===== src/rtl/serial_adder_ctrl.sv =====
// Bit-serial adder: one fulladder_half cell reused LSB first over WIDTH cycles.
// Define SERIAL_ADD_OVF_EN to add the signed-overflow output ovf.
module fulladder_half (
    input  logic a,
    input  logic b,
    input  logic ci,
    output logic s,
    output logic co
);
    assign s  = a ^ b ^ ci;
    assign co = (a & b) | (ci & (a ^ b));
endmodule

module serial_adder_ctrl #(
    parameter int WIDTH = 8
) (
    input  logic             clk,
    input  logic             rst_n,
    input  logic             start,
    input  logic [WIDTH-1:0] a,
    input  logic [WIDTH-1:0] b,
    input  logic             ci,
    output logic             busy,
    output logic             done,
    output logic [WIDTH-1:0] sum,
`ifdef SERIAL_ADD_OVF_EN
    output logic             ovf,
`endif
    output logic             co
);
    localparam int CW = $clog2(WIDTH);

    typedef enum logic [1:0] {
        S_IDLE,
        S_RUN,
        S_DONE
    } state_e;

    state_e           state_q, state_d;
    logic [CW-1:0]    cnt_q, cnt_d;
    logic             carry_q, carry_d;
    logic [WIDTH-1:0] a_sh_q, a_sh_d;
    logic [WIDTH-1:0] b_sh_q, b_sh_d;
    logic [WIDTH-1:0] res_q, res_d;
    logic [WIDTH-1:0] sum_q, sum_d;
    logic             co_q, co_d;
    logic             busy_q, busy_d;
    logic             done_q, done_d;
`ifdef SERIAL_ADD_OVF_EN
    logic             ovf_q, ovf_d;
`endif

    logic fa_s;
    logic fa_co;
    logic last_bit;

    fulladder_half u_fa (
        .a  (a_sh_q[0]),
        .b  (b_sh_q[0]),
        .ci (carry_q),
        .s  (fa_s),
        .co (fa_co)
    );

    assign last_bit = (cnt_q == CW'(WIDTH - 1));

    always_ff @(posedge clk or negedge rst_n) begin
        if (!rst_n) begin
            state_q <= S_IDLE;
            cnt_q   <= '0;
            carry_q <= 1'b0;
            a_sh_q  <= '0;
            b_sh_q  <= '0;
            res_q   <= '0;
            sum_q   <= '0;
            co_q    <= 1'b0;
            busy_q  <= 1'b0;
            done_q  <= 1'b0;
`ifdef SERIAL_ADD_OVF_EN
            ovf_q   <= 1'b0;
`endif
        end else begin
            state_q <= state_d;
            cnt_q   <= cnt_d;
            carry_q <= carry_d;
            a_sh_q  <= a_sh_d;
            b_sh_q  <= b_sh_d;
            res_q   <= res_d;
            sum_q   <= sum_d;
            co_q    <= co_d;
            busy_q  <= busy_d;
            done_q  <= done_d;
`ifdef SERIAL_ADD_OVF_EN
            ovf_q   <= ovf_d;
`endif
        end
    end

    always_comb begin
        state_d = state_q;
        unique case (state_q)
            S_IDLE:  if (start) state_d = S_RUN;
            S_RUN:   if (last_bit) state_d = S_DONE;
            S_DONE:  state_d = S_IDLE;
            default: state_d = S_IDLE;
        endcase
    end

    always_comb begin
        cnt_d   = cnt_q;
        carry_d = carry_q;
        a_sh_d  = a_sh_q;
        b_sh_d  = b_sh_q;
        res_d   = res_q;
        sum_d   = sum_q;
        co_d    = co_q;
`ifdef SERIAL_ADD_OVF_EN
        ovf_d   = ovf_q;
`endif
        if (state_q == S_IDLE && start) begin
            a_sh_d  = a;
            b_sh_d  = b;
            carry_d = ci;
            cnt_d   = '0;
        end else if (state_q == S_RUN) begin
            a_sh_d  = a_sh_q >> 1;
            b_sh_d  = b_sh_q >> 1;
            res_d   = {fa_s, res_q[WIDTH-1:1]};
            carry_d = fa_co;
            cnt_d   = cnt_q + CW'(1);
            // Outputs move only on the MSB cycle so they hold through RUN.
            if (last_bit) begin
                sum_d = {fa_s, res_q[WIDTH-1:1]};
                co_d  = fa_co;
`ifdef SERIAL_ADD_OVF_EN
                ovf_d = carry_q ^ fa_co;
`endif
            end
        end
    end

    always_comb begin
        busy_d = (state_d == S_RUN);
        done_d = (state_d == S_DONE);
    end

    assign busy = busy_q;
    assign done = done_q;
    assign sum  = sum_q;
    assign co   = co_q;
`ifdef SERIAL_ADD_OVF_EN
    assign ovf  = ovf_q;
`endif

endmodule


===== config.mk =====
export PLATFORM = sky130hd
export DESIGN_NAME = serial_adder_ctrl
export DESIGN_NICKNAME = d
export VERILOG_FILES = /design/src/rtl/serial_adder_ctrl.sv
export SDC_FILE = /design/constraint.sdc
export NUM_CORES = 1
export LEC_CHECK = 0
export BUFFER_PORTS_ARGS = -buffer_cell sky130_fd_sc_hd__buf_4
export CORE_MARGIN = 2
export CORE_UTILIZATION = 55
export CTS_CLUSTER_DIAMETER = 60
export DETAILED_ROUTE_END_ITERATION = 8
export GPL_ROUTABILITY_DRIVEN = 1
export PLACE_DENSITY = 0.91
export SKIP_LAST_GASP = 1
export SLEW_MARGIN = 15
export SYNTH_ARGS = -nofsm -noshare
export SYNTH_HDL_FRONTEND = slang
export SYNTH_SLANG_ARGS = --single-unit
export TNS_END_PERCENT = 20

===== constraint.sdc =====
create_clock -name clk -period 2.61 [get_ports clk]
set_input_delay 0.6525 -clock clk [delete_from_list [all_inputs] [get_ports clk]]
set_output_delay 0.6525 -clock clk [all_outputs]
set_load 0.01 [all_outputs]

==> impl_metrics.yaml, run 1 <==
floorplanning:
  dieArea_sq_um: 3694
  initial_core_util_pct: 58.07
  fp.dieH_microns: 60.78
  rows: 20
  ios: 31
  core_sq_um: 3053
  die_w_microns: 60.78
timing:
  fmax_mhz: 495.2
  fin_tns_setup_ns: 0
  skew_ns: 0.008189
  setup_viol: 0
  rsz0062_at_grt: "false"
  drv_slew: 0
  finalCritPeriodShare_pct: 77.37
  fin_crit_ns: 2.019
  slew-limit-headroom_pct: 48.22
  holdWs_ns: 0.2450
  finalHoldViolations: 0
  tightest_slew_ns: 0.7768
finish:
  final_common_cell: "dfrtp_1"
  postLayoutCellArea_sq_um: 2047
  register_area_sq_um: 1001
  diodes: 0
  drive_above_1_share_pct: 43.79
  num-nets-final: 175
  fin_util_pct: 67.05
  nFillCells: 255
  final_cell_mix: "40 x dfrtp_1, 30 x buf_4, 16 x mux2_2, 10 x or4b_1, 10 x o221a_2"
  multi_input_area_sq_um: 678.2
  syn2layout_area_growth_pct: 15.46
clock_tree:
  root_buffer: "clkbuf_4"
  hold_buffers: 0
  htreeDepth: 2
  postCtsSetupBuffers: 0
  clk_pin_slew_ns: 0.12
  numCtsBuffers: 5
  worstSkewPairLatency_ns: 0.35
  post_cts_resized: 0
  clock-sinks: 40
  clockBufferDepth: 2
  cts_tree: "yes"
logic_synthesis:
  yosysWarnings: 0
  synth_cells: 126
  synth-seq-cells: 40
  syn_area_per_cell_sq_um: 14.07
  yosysTopAreaCellShare_pct: 56.46
  syn_area_sq_um: 1773
  ys_seq_area_share_pct: 56.46
  synth.largest_area_cell: "dfrtp_1"
  syn_nets: 149
  synthTopCellsByArea: "dfrtp_1 56%, mux2_2 10%, o221a_2 6.4%, or4b_1 5.6%, nor4b_1 2.5%"
  synth_cell_type_count: 25
pwr:
  max-vdd-ir-drop_mv: 0.5379
  leakage_nw: 0.9322
  power_mw: 2.309
  power_density_nw_per_um2: 1128
drt:
  wl_per_cell_microns: 15.64
  drcViolationCount: 0
  routed_wl_mm: 3.082
  drt_iter0_drc: 26
  vias: 1152
  dr.pass1.iters: 4
  ant_nets: 0
  viasPerCell: 5.848
placed_design:
  hpwlAfterDp_mm: 2.045
  io_buffers: 30
  gp_congestion: 0.7083
  placed_area_sq_um: 1986
global_routing:
  grt_pass1_wl_mm: 5.340
  grt_pass1_vias: 1189
  overflow: 0
  grt_max_degree: 41
  track_usage_pct: 20.40
  grt_antenna_before_repair: 0
worst_setup_path:
  worstSetupPathType: "reg -> reg"
  cp.arrival_ns: 2.26
  critPathMaxStageDelay_ns: 0.87
  critPathMaxFanout: 29
  critPathBufInv: 0
  path_delay_family: "flip-flops"
  endpoint_kind: "flop"
  slowest_stage: "dfrtp_1"
  required_ns: 2.85
  setup.worst_path.start_class: "flop"
  path_cells: "nand2b_1 > o221a_2"
outcome:
  status: "finished, final reports clean"
min_path:
  min_path_type: "in -> async"
run:
  maxCapViolCount: 0
[where the power goes]
part | internal (mW) | switching [mW]
registers | 0.910 | 0.217
logic | 0.518 | 0.337
clock network | 0.128 | 0.198
total | 1.56 | 0.752
[final cells by class]
cell class                      instances  share of cell area (%)
Clock buffer                            6                   2.506
Clock inverter                          2                  0.4890
Inverter                                7                   1.284
Multi-Input combinational cell         68                   33.13
Sequential cell                        40                   48.90
Tap cell                               44                   2.689
Timing Repair Buffer                   30                   11.00
[logic make-up after synthesis]
kind of cell    count (synthesis)  share of synthesized area [%]
compound gates                 23                          12.35
flops                          40                          56.46
mux                            17                          10.73
buf+inv                        18                          5.293
simple gates                   25                          12.63
fa+ha+maj                       3                          2.540
[sequential cells by signal (all words and copies together), names as in the netlist]
register,count
a_sh_q,8
b_sh_q,8
busy,1
carry_q,1
cnt_q,3
co,1
done,1
res_q,7
state_q,2
sum,8
[synthesized netlist by cell type]
cell type,instances
a21oi_1,2
o21bai_2,1
a22o_1,2
nor4b_1,5
nor4bb_1,2
nor3b_1,5
nand3b_1,1
dfrtp_1,40
inv_1,7
buf_6,1
ha_1,2
o221a_2,10
mux2_2,16
a211o_1,2
nand2b_1,1
a221oi_1,2
mux2i_1,1
buf_8,1
clkbuf_1,3
fa_1,1
buf_2,6
or4b_1,10
o21ba_2,1
nor2b_2,1
a211oi_1,3
[layer usage]
layer  GRT usage (%)  up-vias  part of all wire [%]
met5               0        -                     0
met4           9.317        0                   2.1
met3           6.610        6                   4.9
met2           34.10       30                    51
met1           23.98      584                    42
li1                -      532                     -
[worst paths after layout]
kind	start	end	slack, ns	cells past startpoint
max in group asynchronous	rst_n	sum[4]	2.01	1
max reg2reg	state_q[0]	b_sh_q[6]	0.59	2
min in group clk	cnt_q[0]	cnt_q[0]	0.51	1
min	rst_n	sum[0]	0.24	1
max	state_q[0]	b_sh_q[6]	0.59	2
min reg2reg	cnt_q[0]	cnt_q[0]	0.51	1
[metrics by stage]
stage | setup slack, ns | instances
3_3_place_gp | 0.6960 | 189
6_report | 0.5907 | 197
3_5_place_dp | 0.6054 | 189
4_1_cts | 0.5711 | 197
2_1_floorplan | 1.085 | 126
5_1_grt | 0.4075 | 197
Power figures use the tool's default switching activity.
==> run 2: changes to the inputs <==
Settings changed: CORE_UTILIZATION 55 to 49, PLACE_DENSITY 0.91 to 0.86.
Clock period 2.61 ns to 1.7 ns, I/O delays scaled along.
==> run 2 against run 1 <==
  * Worst setup slack worse by 0.46 ns
  * First-iteration DRC count is 140% higher
  * Combinational power is 75% higher
  * Non-clock buffer count is 6 higher
  * Sequential power is 47% higher
  * Highest routed layer unchanged
  * Fmax is 29% higher
==> impl_metrics.yaml, run 2 (same netlist as run 1, synthesis figures left out) <==
timing:
  rsz0062_at_grt: "false"
  fmax_mhz: 638.8
  tightest_slew_ns: 0.4872
  drv_slew: 0
  skew_ns: 0.003253
  fin_ws_ns: 0.1345
  finalHoldViolations: 0
  setup_viol: 0
  holdWs_ns: 0.02734
  slew-limit-headroom_pct: 67.52
  finalCritPeriodShare_pct: 92.09
  fin_tns_setup_ns: 0
  fin_crit_ns: 1.565
worst_setup_path:
  setup.worst_path.start_class: "flop"
  regToRegStartpoint: "cnt_q[0]"
  required_ns: 1.94
  reg2reg_depth: 5
  critPathMaxFanout: 11
  endpoint_kind: "flop"
  regToRegEndpoint: "sum[4]"
  r2r_slack_ns: 0.13
  worstSetupPathType: "reg -> reg"
  cp.arrival_ns: 1.80
floorplanning:
  initial_core_util_pct: 51.90
  fp.dieH_microns: 64.15
  core_sq_um: 3416
  die_w_microns: 64.15
  dieArea_sq_um: 4115
  rows: 21
  ios: 31
clock_tree:
  htreeDepth: 2
  hold_buffers: 0
  clockBufferDepth: 2
  cts_tree: "yes"
  clk_pin_slew_ns: 0.11
  postCtsSetupBuffers: 0
  worstSkewPairLatency_ns: 0.34
  numCtsBuffers: 5
  post_cts_resized: 0
  clock-sinks: 40
  root_buffer: "clkbuf_4"
drt:
  wl_met1_mm: 1.271
  drcViolationCount: 0
  routed_wl_mm: 3.214
  viasPerCell: 5.750
  wl_met3_microns: 185
  drt_iter0_drc: 63
  dr.pass1.iters: 4
  ant_nets: 0
  dr_wl_met2_mm: 1.692
  vias: 1173
  wl_per_cell_microns: 15.75
  highest_layer: "met4"
finish:
  final_common_cell: "dfrtp_1"
  postLayoutCellArea_sq_um: 2111
  drive_above_1_share_pct: 45.57
  diodes: 0
  final_cell_mix: "40 x dfrtp_1, 35 x buf_4, 16 x mux2_2, 10 x or4b_1, 10 x o221a_2"
  syn2layout_area_growth_pct: 19.05
  num-nets-final: 181
  fin_util_pct: 61.79
  stdcell_count: 204
pwr:
  leakage_nw: 0.9668
  power_mw: 3.689
  power_density_nw_per_um2: 1748
  max-vdd-ir-drop_mv: 0.5818
global_routing:
  overflow: 0
  grt_antenna_before_repair: 0
  grt_pass1_wl_mm: 5.720
  grt_max_degree: 41
  grt_pass1_vias: 1255
  track_usage_pct: 18.61
outcome:
  status: "finished, final reports clean"
placed_design:
  dp.cells: 197
  io_buffers: 30
  gp_congestion: 0.7202
  hpwlAfterDp_mm: 2.267
  placed_area_sq_um: 2046
  preCtsSetupSlack_ns: 0.1426
run:
  maxCapViolCount: 0
min_path:
  min_path_type: "in -> async"
==> run 2: changes by cell type in the layout (fill, tap and decap cells not counted), sizes merged <==
cell	change
buf	+6
clkbuf	+1
clkinv	-2
==> run 2: per-layer routing <==
metal  track usage, %  up-vias
met5                0        -
met4            7.979        0
met3            5.986        7
met2            31.51       36
met1            21.71      585
li1                 -      545
==> run 2: worst max-delay path by stage <==
| stage | from | end | slack (ns) | cells after the start |
|---|---|---|---|---|
| floorplan | cnt_q[0] | co | 0.18 | 5 |
| global placement | cnt_q[0] | sum[6] | 0.22 | 5 |
| detailed placement | cnt_q[0] | sum[4] | 0.14 | 5 |
| CTS | cnt_q[0] | sum[4] | 0.13 | 5 |
| global route | cnt_q[0] | sum[4] | 0.11 | 5 |
| finish | cnt_q[0] | sum[4] | 0.13 | 5 |
==> run 2: cell type report <==
type / instances / area, sq um
multi-input combinational: 68 / 678.2
timing repair buffer: 36 / 282.8
inverter: 7 / 26.28
clock buffer: 7 / 65.06
fill: 279 / 1305
sequential: 40 / 1001
tap: 46 / 57.56
==> run 2: critical path: stages, from the launching register on <==
cell,delay (ns)
dfrtp_1,0.42
ha_1,0.21
ha_1,0.21
nand3b_1,0.14
buf_12,0.15
mux2_2,0.34
==> run 2: report_power, final <==
part / internal [mW] / leakage [nW] / switching, mW
clock: 0.235 / 0.0374 / 0.290
combinational: 0.869 / 0.454 / 0.633
sequential: 1.40 / 0.476 / 0.263
==> run 3: changes to the inputs <==
Settings changed: CORE_UTILIZATION 49 to 30, MAX_ROUTING_LAYER set to met4, PLACE_DENSITY 0.86 to 0.62, SKIP_LAST_GASP 1 to not set.
==> run 3 against run 2 <==
  * Non-clock buffer count is the same
  * Critical path depth is the same
  * Largest power group unchanged
  * Clock power grew 46%
  * Sequential cell count is the same
  * Total power grew 6.6%
  * Fmax grew 1.6%
  * Largest cell class unchanged
  * Design area grew 3.6%
  * First-iteration DRC count shrank 3.2%
  * Via count shrank 0.94%
  * Hold slack gained 0.083 ns
==> impl_metrics.yaml, run 3 (same netlist as run 1, synthesis figures left out) <==
worst_setup_path:
  endpoint_kind: "flop"
  critPathBufInv: 1
  reg2reg_depth: 5
  worstSetupEndpoint: "sum[4]"
  required_ns: 1.88
  r2r_slack_ns: 0.16
  critPathMaxFanout: 11
  setup.worst_path.start_class: "flop"
  critPathMaxStageDelay_ns: 0.40
  regToRegStartpoint: "cnt_q[0]"
  regToRegEndpoint: "sum[4]"
  path_delay_family: "adder cells"
  cp.arrival_ns: 1.72
  cp.depth: 5
  path_cells: "ha_1 > ha_1 > nand3b_1 > buf_12 > mux2_2"
  worstSetupPathType: "reg -> reg"
  startpoint: "cnt_q[0]"
  slowest_stage: "dfrtp_1"
  crit_top_cell: "ha_1"
global_routing:
  grt_antenna_before_repair: 0
  grt_pass1_vias: 1199
  overflow: 0
  grt_pass1_wl_mm: 5.934
  grt_max_degree: 41
  track_usage_pct: 12.27
clock_tree:
  cts_tree: "yes"
  clk_pin_slew_ns: 0.08
  root_buffer: "clkbuf_8"
  numCtsBuffers: 5
  hold_buffers: 0
  htreeDepth: 2
  clock-sinks: 40
  worstSkewPairLatency_ns: 0.29
  post_cts_resized: 0
  postCtsSetupBuffers: 0
  clockBufferDepth: 2
drt:
  vias: 1162
  drcViolationCount: 0
  routed_wl_mm: 3.522
  viasPerCell: 5.030
  ant_nets: 0
  wl_per_cell_microns: 15.25
  drt_iter0_drc: 61
  dr.pass1.iters: 4
timing:
  fin_tns_setup_ns: 0
  skew_ns: 0.003580
  drv_slew: 0
  tightest_slew_ns: 0.5138
  rsz0062_at_grt: "false"
  fmax_mhz: 649.1
  finalCritPeriodShare_pct: 90.62
  finalHoldViolations: 0
  fin_crit_ns: 1.541
  slew-limit-headroom_pct: 65.75
  fin_ws_ns: 0.1595
  setup_viol: 0
floorplanning:
  initial_core_util_pct: 31.62
  rows: 27
  fp.dieH_microns: 80.88
  die_w_microns: 80.88
  core_sq_um: 5608
  dieArea_sq_um: 6541
  ios: 31
placed_design:
  hpwlAfterDp_mm: 2.477
  gp_congestion: 0.7101
  io_buffers: 30
  preCtsSetupSlack_ns: 0.1538
finish:
  final_common_cell: "dfrtp_1"
  num-nets-final: 181
  syn2layout_area_growth_pct: 23.29
  diodes: 0
  drive_above_1_share_pct: 45.28
  final_cell_mix: "40 x dfrtp_1, 35 x buf_4, 16 x mux2_2, 10 x or4b_1, 10 x o221a_2"
pwr:
  power_density_nw_per_um2: 1799
  leakage_nw: 0.9846
  max-vdd-ir-drop_mv: 0.6267
run:
  maxCapViolCount: 0
min_path:
  min_path_type: "in -> async"
outcome:
  status: "finished, final reports clean"
run 3: cell count changes in the layout (fill, tap and decap cells not counted), sizes merged:
cell,before,now
clkinv,0,1
clkbuf,7,6
bufinv,0,1
run 3: metrics by stage:
step                      instances  cell area, sq um  hold WS, ns  util (%)  total power [mW]
after CTS                       231              2186       0.1169     38.98             3.991
final                           231              2186       0.1100     38.98             3.933
after global routing            231              2186       0.1249     38.98             4.234
after floorplan                 126              1773       0.1294         -             2.687
after detailed placement        223              2078       0.4374     37.06             3.215
after global placement          223              2078       0.4206     37.06             3.116
run 3: power by group:
group          leakage [nW]  switching, mW  internal (mW)  total (mW)
Clock                0.0552          0.329          0.436       0.764
Combinational         0.454          0.624          0.867        1.49
Sequential            0.476          0.275           1.40        1.68
run 3: cell type report:
cell class              count  area, sq um
clock inverters             2        35.03
well taps                  72        90.09
flip-flops and latches     40         1001
multi-input cells          68        678.2
repair buffers             36        282.8
fillers                   575         3422
clock buffers               6        72.57
inverters                   7        26.28
run 3: worst min path at each step:
stage,to
finish,carry_q
floorplan,a_sh_q[0]
global route,sum[6]
detailed placement,sum[6]
global placement,done
CTS,sum[6]
run 3: routing by layer:
metal / wire, microns / vias up / track usage, %
li1: - / 545 / -
met1: 1553 / 584 / 15.58
met2: 1843 / 33 / 19.01
met3: 125 / 0 / 3.778
met4: 0 / 0 / 3.390
met5: 0 / - / -
